[config.mk]
export PLATFORM = sky130hd
export DESIGN_NAME = sub4_serial_flat
export DESIGN_NICKNAME = d
export VERILOG_FILES = /design/src/rtl/sub4_serial_if.sv /design/src/rtl/sub4_serial.sv /design/src/flat_wrapper.sv
export SDC_FILE = /design/constraint.sdc
export NUM_CORES = 1
export LEC_CHECK = 0
export ABC_AREA = 0
export BUFFER_PORTS_ARGS = -buffer_cell sky130_fd_sc_hd__buf_2
export CAP_MARGIN = 10
export CORE_MARGIN = 2
export CORE_UTILIZATION = 40
export DETAILED_ROUTE_END_ITERATION = 8
export PLACE_DENSITY = 0.73
export RECOVER_POWER = 25
export SLEW_MARGIN = 10
export SYNTH_ARGS = -nofsm -noshare
export SYNTH_HDL_FRONTEND = slang
export SYNTH_SLANG_ARGS = --single-unit
[constraint.sdc]
create_clock -name clk -period 1.8 [get_ports clk]
set_input_delay 0 -clock clk [delete_from_list [all_inputs] [get_ports clk]]
set_output_delay 0 -clock clk [all_outputs]
set_load 0.01 [all_outputs]
[src/rtl/sub4_serial_if.sv]
// Request/result bundle for the bit-serial 4-bit subtractor.
// The master drives the operands and start; the slave returns status and result.
interface sub4_serial_if;
    logic       start;
    logic [3:0] A;
    logic [3:0] B;
    logic       busy;
    logic       done;
    logic [3:0] diff;
    logic       b4;

    modport master (output start, A, B, input busy, done, diff, b4);
    modport slave  (input start, A, B, output busy, done, diff, b4);
endinterface

[src/rtl/sub4_serial.sv]
// Bit-serial 4-bit unsigned subtractor: A-B one bit per clock, LSB first,
// through a registered borrow; done pulses for one cycle with diff and b4.
module sub4_serial (
    input  logic          clk,
    input  logic          rst_n,
    sub4_serial_if.slave  bus
);

    typedef enum logic [1:0] {
        S_IDLE = 2'd0,
        S_RUN  = 2'd1,
        S_DONE = 2'd2
    } state_t;

    state_t     r_state;
    state_t     w_state_next;

    logic [3:0] r_ra;
    logic [3:0] r_rb;
    logic [3:0] r_rd;
    logic [1:0] r_cnt;
    logic       r_br;
    logic       r_b4;

    logic       w_d;
    logic       w_br_next;
    logic       w_accept;
    logic       w_last;

    always_comb begin
        w_d       = r_ra[0] ^ r_rb[0] ^ r_br;
        w_br_next = (~r_ra[0] & r_rb[0]) | (~(r_ra[0] ^ r_rb[0]) & r_br);
        w_accept  = (r_state == S_IDLE) && bus.start;
        w_last    = (r_state == S_RUN) && (r_cnt == 2'd3);
    end

    always_ff @(posedge clk) begin
        if (!rst_n) begin
            r_state <= S_IDLE;
        end else begin
            r_state <= w_state_next;
        end
    end

    always_comb begin
        w_state_next = r_state;
        case (r_state)
            S_IDLE:  if (bus.start) w_state_next = S_RUN;
            S_RUN:   if (r_cnt == 2'd3) w_state_next = S_DONE;
            S_DONE:  w_state_next = S_IDLE;
            default: w_state_next = S_IDLE;
        endcase
    end

    // The working borrow is cleared on accept, so the reported borrow lives in
    // its own register captured on the final bit and held across the next run.
    always_ff @(posedge clk) begin
        if (!rst_n) begin
            r_ra  <= '0;
            r_rb  <= '0;
            r_rd  <= '0;
            r_cnt <= '0;
            r_br  <= 1'b0;
            r_b4  <= 1'b0;
        end else if (w_accept) begin
            r_ra  <= bus.A;
            r_rb  <= bus.B;
            r_br  <= 1'b0;
            r_cnt <= '0;
        end else if (r_state == S_RUN) begin
            r_rd  <= {w_d, r_rd[3:1]};
            r_ra  <= {1'b0, r_ra[3:1]};
            r_rb  <= {1'b0, r_rb[3:1]};
            r_br  <= w_br_next;
            r_cnt <= r_cnt + 2'd1;
            if (w_last) begin
                r_b4 <= w_br_next;
            end
        end
    end

    assign bus.busy = (r_state == S_RUN);
    assign bus.done = (r_state == S_DONE);
    assign bus.diff = r_rd;
    assign bus.b4   = r_b4;

endmodule

[src/flat_wrapper.sv]
// flat-port wrapper written by rule: the top's interface ports become plain ports
module sub4_serial_flat 
  (clk, rst_n, bus_start, bus_A, bus_B, bus_busy, bus_done, bus_diff, bus_b4);
  sub4_serial_if bus_i ();
  input  logic clk;
  input  logic rst_n;
  input wire logic [$bits(bus_i.start)-1:0] bus_start;
  input wire logic [$bits(bus_i.A)-1:0] bus_A;
  input wire logic [$bits(bus_i.B)-1:0] bus_B;
  output wire logic [$bits(bus_i.busy)-1:0] bus_busy;
  output wire logic [$bits(bus_i.done)-1:0] bus_done;
  output wire logic [$bits(bus_i.diff)-1:0] bus_diff;
  output wire logic [$bits(bus_i.b4)-1:0] bus_b4;
  assign bus_i.start = bus_start;
  assign bus_i.A = bus_A;
  assign bus_i.B = bus_B;
  assign bus_busy = bus_i.busy;
  assign bus_done = bus_i.done;
  assign bus_diff = bus_i.diff;
  assign bus_b4 = bus_i.b4;
  sub4_serial u_core (.clk(clk), .rst_n(rst_n), .bus(bus_i));
endmodule
# [Word-level counts from Yosys, hierarchy flattened]
# Cells that the tools add are included.
[word_totals] output_inout_bits=7 in_bits=11 wordCells=37 register_bits=18
[op_classes] mux=7 n_reduce_logical=8 eq_ne=5 bitwise_logic=9 addsub=1
[op_table] operator="4-bit two-way mux" n=4
[op_table] operator="2-bit equality test, second input constant" n=2
[op_table] operator="2-bit two-way mux" n=2
[op_table] operator="1-bit NOT" n=4
[op_table] operator="2-bit one-hot mux with 2 select lines" n=1
[op_table] operator="2-bit AND reduction" n=2
[op_table] operator="3-bit AND reduction" n=1
[op_table] operator="2-bit by 1-bit adder with 2-bit output, second input constant" n=1
[op_table] operator="1-bit AND" n=2
[op_table] operator="2-bit by 1-bit equality test with 1-bit output, second input constant" n=1
[op_table] operator="1-bit logical AND" n=2
[op_table] operator="2-bit logical NOT" n=1
[op_table] operator="2-bit by 1-bit != test with 1-bit output, second input constant" n=1
[op_table] operator="2-bit != test, second input constant" n=1
[op_table] operator="2-bit nonzero test" n=1
[op_table] operator="2-bit OR reduction" n=1
[op_table] operator="1-bit XOR" n=2
[op_table] operator="1-bit OR" n=1

# [Logic depth before layout (Yosys ltp)]
# Gate-level depths: netlist of run 1.
[logic_depth] ltp_word=4 depth_mapped=4

# [Least setup slack after synthesis of run 1]
# OpenSTA, ideal clock, no wires.
[synth_path] path_kind="register -> register" from="register u_core.r_rb[0]" to="register u_core.r_br" t_arrival_ns=1.050 setup_ns=0.065 required_ns=1.735 slack_ns=0.685 path_stages_with_launch=5 synth_period_minus_slack_ns=1.115 n_path_buf=0 path_cell_list="dfxtp_1 inv_1 fa_1 o22a_1 nor2_1"
[synth_via] elab_chain_cells=4 elab_cells_between_ends=5 cone_classes="5 x bitwise"
[synth_lines] item="start, declared" line_no="sub4_serial.sv:19" text="logic [3:0] r_rb;"
[synth_lines] item="start signal, assigned" line_no="sub4_serial.sv:67" text="r_rb <= bus.B;"
[synth_lines] item="start signal, assigned" line_no="sub4_serial.sv:73" text="r_rb <= {1'b0, r_rb[3:1]};"
[synth_lines] item="1-bit XOR" line_no="sub4_serial.sv:32" text="w_br_next = (~r_ra[0] & r_rb[0]) | (~(r_ra[0] ^ r_rb[0]) & r_br);"
[synth_lines] item="1-bit NOT" line_no="sub4_serial.sv:32"
[synth_lines] item="1-bit AND" line_no="sub4_serial.sv:32"
[synth_lines] item="1-bit OR *" line_no="sub4_serial.sv:32"
[synth_lines] item="end signal, assigned" line_no="sub4_serial.sv:74" text="r_br <= w_br_next;"
[synth_lines] item="end, declared" line_no="sub4_serial.sv:22" text="logic r_br;"
# Mark *: on every way between the ends. The rest lies on a longest branch, timed or not.
# A chain may end at the register's enable or synchronous reset.

# [Worst setup path after layout of run 1]
[layout_path] from="register u_core.r_state[1]" to="output port bus_busy"
[layout_via] elab_chain_cells=1
[layout_lines] item="start, declared" line_no="sub4_serial.sv:15" text="state_t r_state;"
[layout_lines] item="start signal, assigned" line_no="sub4_serial.sv:41" text="r_state <= w_state_next;"
[layout_lines] item="2-bit by 1-bit equality test with 1-bit output" line_no="sub4_serial.sv:82" text="assign bus.busy = (r_state == S_RUN);"
[layout_lines] item="end, declared" line_no="flat_wrapper.sv:10" text="output wire logic [$bits(bus_i.busy)-1:0] bus_busy;"
# No other way between the ends.

==> results of run 1 <==
## cell usage in the layout, fill, tap and decap left out
| master | Yosys | layout |
|---|---|---|
| a2111oi_1 | 1 | 1 |
| o221a_1 | 6 | 6 |
| nand4bb_1 | 2 | 2 |
| nor2_1 | 4 | 4 |
| and2b_2 | 1 | 1 |
| a211oi_2 | 1 | 1 |
| a21oi_1 | 7 | 7 |
| a21oi_2 | 1 | 1 |
| clkbuf_4 | 0 | 3 |
| nand2_1 | 10 | 10 |
| and3_1 | 1 | 1 |
| nand2b_4 | 1 | 1 |
| o21ai_0 | 3 | 3 |
| buf_2 | 0 | 12 |
| a311oi_1 | 1 | 1 |
| clkbuf_8 | 0 | 1 |
| dlygate4sd3_1 | 0 | 7 |
| inv_4 | 1 | 1 |
| o22a_1 | 1 | 1 |
| dfxtp_1 | 18 | 18 |
| o21a_1 | 6 | 6 |
| inv_1 | 3 | 3 |
| ha_1 | 1 | 1 |
| fa_1 | 1 | 1 |
| clkbuf_1 | 1 | 5 |
| o21ba_1 | 1 | 1 |
## per-stage QoR
step	util, %	total power, mW	hold WS (ns)	setup slack (ns)	std cells
final	54.0	0.786	0.0119	0.546	124
after detailed placement	48.3	0.545	0.268	0.606	113
after global routing	54.0	0.830	0.00922	0.439	124
after floorplan	-	0.521	0.174	0.685	75
after CTS	54.3	0.798	0.0121	0.526	124
after global placement	48.3	0.542	0.260	0.631	113
## flip-flops by register name (all words and copies together) (netlist names)
name and flops:
u_core.r_ra 4, u_core.bus.b4 1, u_core.r_br 1, u_core.r_cnt 2, u_core.bus.diff 4, u_core.r_state 2, u_core.r_rb 4
## how the worst max path moves through the flow
stage / start / end / depth (start not counted)
final: u_core.r_state[1] / bus_busy / 3
after global routing: u_core.r_state[1] / bus_busy / 3
after CTS: u_core.r_state[1] / bus_busy / 3
after detailed placement: u_core.r_state[0] / u_core.r_br / 3
after global placement: u_core.r_state[0] / u_core.r_br / 3
after floorplan: u_core.r_rb[0] / u_core.r_br / 4
## power by group
group | leakage [nW] | switching, mW | internal (mW)
combinational | 0.200 | 0.0523 | 0.0547
sequential | 0.148 | 0.0161 | 0.422
clock | 0.0210 | 0.118 | 0.123
## worst max-delay path, delay by kind of cell, from the launching register on
kind | cells | cell delay [ns]
and+or+nand+nor | 1 | 0.27
DFF | 1 | 0.47
buffers and inverters | 2 | 0.22
## cell families after synthesis
| family | share of synthesized area [%] |
|---|---|
| compound gates | 28.7 |
| fa+ha+maj | 4.22 |
| buf+inv | 6.82 |
| flops | 46.8 |
| simple gates | 13.5 |
## what timing repair did
| action | 4_1_cts | 5_1_grt |
|---|---|---|
| endpoints found under the hold margin | 7 | 0 |
| setup buffers | 0 | 0 |
| hold buffers | 7 | 0 |
## routing by layer
| layer | GRT usage [%] | share of wire (%) |
|---|---|---|
| met1 | 20.0 | 50 |
| met2 | 22.7 | 47 |
| met3 | 2.26 | 2.6 |
| met4 | 6.49 | 0.43 |
| met5 | 0 | 0 |
## cell type report
| class | count | share of cell area [%] |
|---|---|---|
| multi-input combinational | 49 | 37.6 |
| clock buffer | 4 | 3.81 |
| inverter | 4 | 1.84 |
| sequential | 18 | 37.8 |
| tap | 25 | 3.29 |
| timing repair buffer | 24 | 15.6 |
==> qor.yml, run 1 <==
status:
  status: "completed"
critical_path:
  cpPeakStageDelay_ns: 0.47
  crit_required_ns: 1.80
  critPathKind: "flip-flop to primary output"
  crit_slowest_cell: "dfxtp_1"
  rrSetupSlack_ns: 0.60
  ff2ff_path_depth: 3
  r2r_start: "u_core.r_state[0]"
  cp-start-kind: "flip-flop"
  crit_chain: "nand2b_4 -> inv_4 -> buf_2"
  end_kind: "primary output"
  critPathMaxFanout: 12
  critPathArrivalTime_ns: 1.25
  r2r-end: "u_core.r_br"
clock_network:
  ctsLongestPathBuffers: 2
  cts.clk_slew.worst_paths_ns: 0.10
  clk_latency_ns: 0.28
  cts_tree: "yes"
  htreeDepth: 1
  post_cts_resized: 0
  cts.sinks: 18
  numCtsBuffers: 3
  clockRootBuffer: "clkbuf_4"
worst_hold_path:
  hold_end: "u_core.r_rb[3]"
  hp-start: "bus_B[3]"
  worst_hold_path.num_cells: 3
  hold_class: "input port to flip-flop"
sta:
  post-route-period-util_pct: 69.7
  tns_ns: 0
  setup_viol: 0
  fin_skew_ns: 0.000920
  finalMaxSlewViolations: 0
  rsz0062_at_grt: "false"
  hold_violations: 0
  period_minus_slack_ns: 1.25
  relSlewSlack_pct: 76.5
  fmax_mhz: 798
  worst_pin_slew_ns: 0.352
synth:
  ys_seq_area_share_pct: 46.8
  ys.flop_type: "dfxtp_1"
  ys_warn_count: 0
  netlist_instances: 75
  synth_top_area_share_pct: 46.8
  async_reset_ff_share_pct: 0
  postSynthNetCount: 88
  synth_largest_area_cell: "dfxtp_1"
  synth_edf_count: 0
  netlist_top_cells_count: "18 x dfxtp_1, 10 x nand2_1, 7 x a21oi_1"
  synth_area_leaders: "dfxtp_1 47%, o221a_1 8.8%, o21a_1 5.8%"
  synth.distinct_cells: 25
  synth.ff_latch_count: 18
  synth.most_common_cell: "dfxtp_1"
  avgSynthCellArea_sq_um: 10.3
  synth_area_sq_um: 771
cells_and_area:
  syn_to_final_growth_pct: 23.5
  fill_cells: 174
  final_cell_area_sq_um: 952
  seq_area_sq_um: 360
  nets: 113
  diodes: 0
  multi_input_area_sq_um: 358
  layout-drive-gt1-share_pct: 21.2
placed_design:
  placed_cell_area_sq_um: 852
  dp_hpwl_um: 984
  gp_congestion: 0.697
  io_buffer_count: 17
grt:
  grtUsageTotal_pct: 14.6
  grt-ovfl-total: 0
  grt_max_degree: 13
  grt_antenna_before_repair: 0
  grt_pass1_vias: 580
  grt_pass1_wl_um: 2370
pwr:
  power-per-cell-area_nw_per_um2: 825
  ir_worst_vdd_mv: 0.370
  power.leakage_nw: 0.369
run:
  maxCapViolations: 0
die:
  rows: 15
  die_w_um: 47.9
  fp.dieArea_sq_um: 2290
  fp.dieH_um: 47.9
  core_sq_um: 1760
  start_util_pct: 43.7
  boundaryPins: 18
routing:
  drc_errors: 0
  vias: 610
  drt_wl_total_um: 1390
  drt-initial-drc-count: 11
  dr.pass1.iters: 4
  routedWlPerCell_um: 11.2
  drtAntennaViolNets: 0
  viasPerCell: 4.92
Power figures use the tool's default switching activity.
==> inputs of run 2 (changes only) <==
==> constraint.sdc (replaced) <==
create_clock -name clk -period 1.2 [get_ports clk]
set_input_delay 0 -clock clk [delete_from_list [all_inputs] [get_ports clk]]
set_output_delay 0 -clock clk [all_outputs]
set_load 0.01 [all_outputs]
==> qor.yml, run 2 (synthesized netlist as in run 1, its figures left out) <==
cells_and_area:
  layout_common_cells: "17 x dfxtp_1, 12 x buf_2, 9 x nand2_1"
  layout-drive-gt1-share_pct: 28.7
  diodes: 0
  final_cell_area_sq_um: 983
  syn_to_final_growth_pct: 27.6
  fill_cells: 169
  final_cells: 126
  nets: 115
  final_common_cell: "dfxtp_1"
sta:
  setup_viol: 0
  finalMaxSlewViolations: 0
  whs_ns: -0.00142
  layout_setup_ws_ns: 0.0226
  fin_skew_ns: 0.00139
  post-route-period-util_pct: 98.1
  worst_pin_slew_ns: 0.378
  period_minus_slack_ns: 1.18
  fmax_mhz: 849
  rsz0062_at_grt: "true"
  hold_violations: 1
  relSlewSlack_pct: 74.8
critical_path:
  crit_family: "flip-flops"
  crit_slowest_cell: "dfxtp_1"
  crit_chain: "nand2b_4 -> inv_4 -> buf_2"
  rrSetupSlack_ns: 0.04
  critPathKind: "flip-flop to primary output"
  end_kind: "primary output"
  critPathMaxFanout: 12
  cp-start-kind: "flip-flop"
  crit_required_ns: 1.20
  r2r-end: "u_core.r_br"
  cpPeakStageDelay_ns: 0.46
  ff2ff_path_depth: 3
  worst-path-buf-inv: 2
  r2r_start: "u_core.r_state[0]"
  critPathArrivalTime_ns: 1.18
  startpoint: "u_core.r_state[0]"
die:
  start_util_pct: 43.7
  fp.dieArea_sq_um: 2290
  core_sq_um: 1760
  boundaryPins: 18
  fp.dieH_um: 47.9
  rows: 15
  die_w_um: 47.9
placed_design:
  gp_congestion: 0.697
  dp_cells: 115
  dp_slack_ns: 0.0218
  placed_cell_area_sq_um: 867
  dp_hpwl_um: 1050
  io_buffer_count: 17
clock_network:
  clockRootBuffer: "clkbuf_4"
  postCtsSetupRepairBufs: 0
  htreeDepth: 1
  clk_latency_ns: 0.28
  ctsLongestPathBuffers: 2
  numCtsBuffers: 3
  cts.clk_slew.worst_paths_ns: 0.10
  cts_tree: "yes"
  cts.sinks: 18
worst_hold_path:
  worst_hold_path.num_cells: 3
  hp-start: "bus_A[3]"
  hold_end: "u_core.r_ra[3]"
  hold_class: "input port to flip-flop"
routing:
  vias: 622
  viasPerCell: 4.94
  drt-initial-drc-count: 10
  drc_errors: 0
  routedWlPerCell_um: 11.7
  drt_wl_total_um: 1470
  drtAntennaViolNets: 0
  dr.pass1.iters: 3
pwr:
  comb_power_share_pct: 14.5
  clkPwrFrac_pct: 30.1
  seq_power_share_pct: 55.4
  switching_share_pct: 23.8
  ir_worst_vdd_mv: 0.853
  power.leakage_nw: 0.380
  p_int_mw: 0.905
  power-per-cell-area_nw_per_um2: 1210
  p_sw_mw: 0.282
status:
  status: "complete, but fails checks"
  violations: "negative hold slack"
grt:
  grt-ovfl-total: 0
  grt_pass1_vias: 560
  use_met2_pct: 23.2
  grt_busiest_layer: "met2"
  grt_pass1_wl_um: 2390
  use_met3_pct: 3.40
  grt_max_degree: 13
  grtUsageTotal_pct: 15.0
  use_met1_pct: 20.5
  grt_antenna_before_repair: 0
run:
  maxCapViolations: 0
run 2: cell count changes in the layout (fill, tap and decap cells not counted):
cell / previous run / this run
a21oi_2: 1 / 2
nand2_2: 0 / 1
dfxtp_2: 0 / 1
buf_4: 0 / 2
fa_2: 0 / 1
fa_1: 1 / 0
nand2_1: 10 / 9
a311oi_2: 0 / 1
inv_2: 0 / 1
a311oi_1: 1 / 0
a21oi_1: 7 / 6
inv_1: 3 / 2
dfxtp_1: 18 / 17
run 2: repair_timing:
| action | in CTS | in global routing |
|---|---|---|
| endpoints found under the setup margin | 1 | 9 |
| hold buffers | 6 | 1 |
| pin swaps | 1 | 0 |
| resized for setup | 1 | 5 |
| hold endpoints to repair | 6 | 1 |
run 2: power by group through the flow:
stage	logic [mW]	clock network, mW	registers, mW
detailed placement	0.149	0	0.670
CTS	0.165	0.366	0.657
global route	0.192	0.399	0.663
finish	0.172	0.357	0.658
floorplan	0.114	0	0.668
global placement	0.146	0	0.670
run 2: worst max path at each step:
stage	endpoint	depth (start not counted)
2_1_floorplan	u_core.r_br	4
3_3_place_gp	u_core.r_br	4
3_5_place_dp	u_core.bus.b4	3
4_1_cts	u_core.bus.b4	3
5_1_grt	u_core.r_state[0]	2
6_report	bus_busy	3
run 2: layout make-up:
type	count	area, sq um	area share, %
Inverter	4	17.5	1.78
Multi-Input combinational cell	49	373	37.9
Timing Repair Buffer	26	164	16.7
Clock buffer	4	36.3	3.69
Sequential cell	18	362	36.8
Tap cell	25	31.3	3.18
run 2: per-layer routing:
| metal | vias up | share of wire [%] | wire (um) |
|---|---|---|---|
| met5 | - | 0 | 0 |
| met4 | 0 | 0.95 | 14 |
| met3 | 2 | 2.4 | 36 |
| met2 | 7 | 48 | 710 |
| met1 | 290 | 48 | 710 |
| li1 | 323 | - | - |
run 2: tightest hold or removal path: stages:
cell and delay, ns:
buf_2 0.10, nand4bb_1 0.08, a21oi_1 0.06
run 2: stage by stage:
step	util (%)	power, mW	TNS [ns]	hold WS, ns
2_1_floorplan	-	0.782	0	0.174
3_3_place_gp	49.1	0.815	0	0.261
3_5_place_dp	49.1	0.819	0	0.264
4_1_cts	54.7	1.19	0	0.00106
5_1_grt	55.7	1.25	-0.203	0.000661
6_report	55.7	1.19	0	-0.00142
==> inputs of run 3 (changes only) <==
--- a/config.mk
+++ b/config.mk
@@ -9,9 +9,9 @@
 export BUFFER_PORTS_ARGS = -buffer_cell sky130_fd_sc_hd__buf_2
 export CAP_MARGIN = 10
 export CORE_MARGIN = 2
-export CORE_UTILIZATION = 40
+export CORE_UTILIZATION = 30
 export DETAILED_ROUTE_END_ITERATION = 8
-export PLACE_DENSITY = 0.73
+export PLACE_DENSITY = 0.61
 export RECOVER_POWER = 25
 export SLEW_MARGIN = 10
 export SYNTH_ARGS = -nofsm -noshare
==> qor.yml, run 3 (synthesized netlist as in run 1, its figures left out) <==
status:
  status: "completed"
routing:
  maxUsedRoutingLayer: "met4"
  dr.pass1.iters: 4
  drt_wl_total_um: 1600
  vias: 660
  wl_met1_um: 833
  drc_errors: 0
  routedWlPerCell_um: 11.4
  met2WireLength_um: 690
  dr_wl_met3_um: 54
  viasPerCell: 4.68
  drt-initial-drc-count: 23
  drtAntennaViolNets: 0
critical_path:
  ff2ff_path_depth: 3
  cp-start-kind: "flip-flop"
  critPathArrivalTime_ns: 1.34
  critPathMaxFanout: 2
  r2r-end: "u_core.bus.b4"
  crit_required_ns: 1.39
  r2r_start: "u_core.r_br"
  critPathKind: "flip-flop to flip-flop"
  end_kind: "flip-flop"
  rrSetupSlack_ns: 0.05
worst_hold_path:
  hold_class: "input port to flip-flop"
  worst_hold_path.num_cells: 3
  hp-start: "rst_n"
  hold_end: "u_core.r_state[0]"
pwr:
  power-per-cell-area_nw_per_um2: 1170
  power.leakage_nw: 0.428
  ir_worst_vdd_mv: 0.650
clock_network:
  htreeDepth: 1
  numCtsBuffers: 3
  ctsLongestPathBuffers: 2
  cts.clk_slew.worst_paths_ns: 0.11
  clk_latency_ns: 0.30
  cts_tree: "yes"
  cts.sinks: 18
  clockRootBuffer: "clkbuf_4"
die:
  core_sq_um: 2450
  fp.dieArea_sq_um: 2990
  start_util_pct: 31.4
  boundaryPins: 18
  rows: 18
  die_w_um: 54.7
  fp.dieH_um: 54.7
grt:
  grt_max_degree: 13
  grt_pass1_vias: 574
  grtUsageTotal_pct: 11.8
  grt-ovfl-total: 0
  grt_pass1_wl_um: 2500
  grt_antenna_before_repair: 0
sta:
  hold_violations: 0
  whs_ns: 0.0125
  fin_skew_ns: 0.00924
  period_minus_slack_ns: 1.15
  setup_viol: 0
  post-route-period-util_pct: 95.4
  finalMaxSlewViolations: 0
  worst_pin_slew_ns: 0.305
  tns_ns: 0
  rsz0062_at_grt: "false"
  fmax_mhz: 873
  layout_setup_ws_ns: 0.0550
  relSlewSlack_pct: 79.6
placed_design:
  dp_hpwl_um: 1140
  dp_slack_ns: 0.00137
  gp_congestion: 0.677
  io_buffer_count: 17
cells_and_area:
  diodes: 0
  layout-drive-gt1-share_pct: 36.0
  final_common_cell: "dfxtp_1"
  layout_common_cells: "15 x dfxtp_1, 12 x buf_2, 11 x buf_4"
  syn_to_final_growth_pct: 38.3
  nets: 125
run:
  maxCapViolations: 0
==> run 3: cell types whose count changed in the layout (fill, tap and decap cells not counted) <==
cell	change
a311oi_2	-1
a311oi_1	+1
dfxtp_2	+2
buf_4	+9
nand2_1	-1
dlygate4sd3_1	+1
nand2_2	+1
dfxtp_1	-2
==> run 3: worst max-delay path by stage <==
stage	startpoint	to	slack [ns]
6_report	u_core.r_br	u_core.bus.b4	0.05
5_1_grt	u_core.r_br	u_core.bus.diff[3]	0.001
4_1_cts	u_core.r_rb[0]	u_core.bus.diff[3]	0.04
3_5_place_dp	u_core.r_rb[0]	u_core.bus.b4	0.001
3_3_place_gp	u_core.r_rb[0]	u_core.bus.b4	0.05
2_1_floorplan	u_core.r_rb[0]	u_core.r_br	0.08
==> run 3: cell type report <==
class | instances | area, sq um
fill | 252 | 1390
multi-input combinational | 49 | 369
sequential | 18 | 364
timing repair buffer | 36 | 241
tap | 30 | 37.5
clock buffer | 4 | 36.3
inverter | 4 | 17.5
==> run 3: stage by stage <==
| step | util, % | power (mW) | cell area, sq um | instances |
|---|---|---|---|---|
| after floorplan | - | 0.782 | 771 | 75 |
| after global placement | 37.1 | 0.830 | 911 | 125 |
| after detailed placement | 37.1 | 0.834 | 911 | 125 |
| after CTS | 42.0 | 1.23 | 1030 | 137 |
| after global routing | 43.4 | 1.30 | 1070 | 141 |
| final | 43.4 | 1.24 | 1070 | 141 |
==> run 3: per-layer routing <==
layer | GRT usage, % | vias to the layer above
li1 | - | 343
met1 | 17.1 | 300
met2 | 15.9 | 13
met3 | 2.46 | 4
met4 | 6.25 | 0
met5 | 0 | -
==> run 3: power breakdown <==
group          leakage (nW)  internal [mW]  switching [mW]  total (mW)
clock network        0.0210          0.185           0.197       0.381
logic                 0.258          0.114          0.0900       0.204
registers             0.149          0.634          0.0247       0.659
==> run 3: critical path, cell delays in order (launching register included) <==
cell	delay [ns]
dfxtp_2	0.33
inv_2	0.04
fa_2	0.38
a311oi_1	0.30
==> run 3: timing repair <==
action | in CTS | in global routing
gates resized for setup | 3 | 5
hold endpoints to repair | 8 | 0
buffers inserted | 0 | 4
setup endpoints to repair | 2 | 4
hold buffers | 8 | 0
pin swaps | 1 | 2
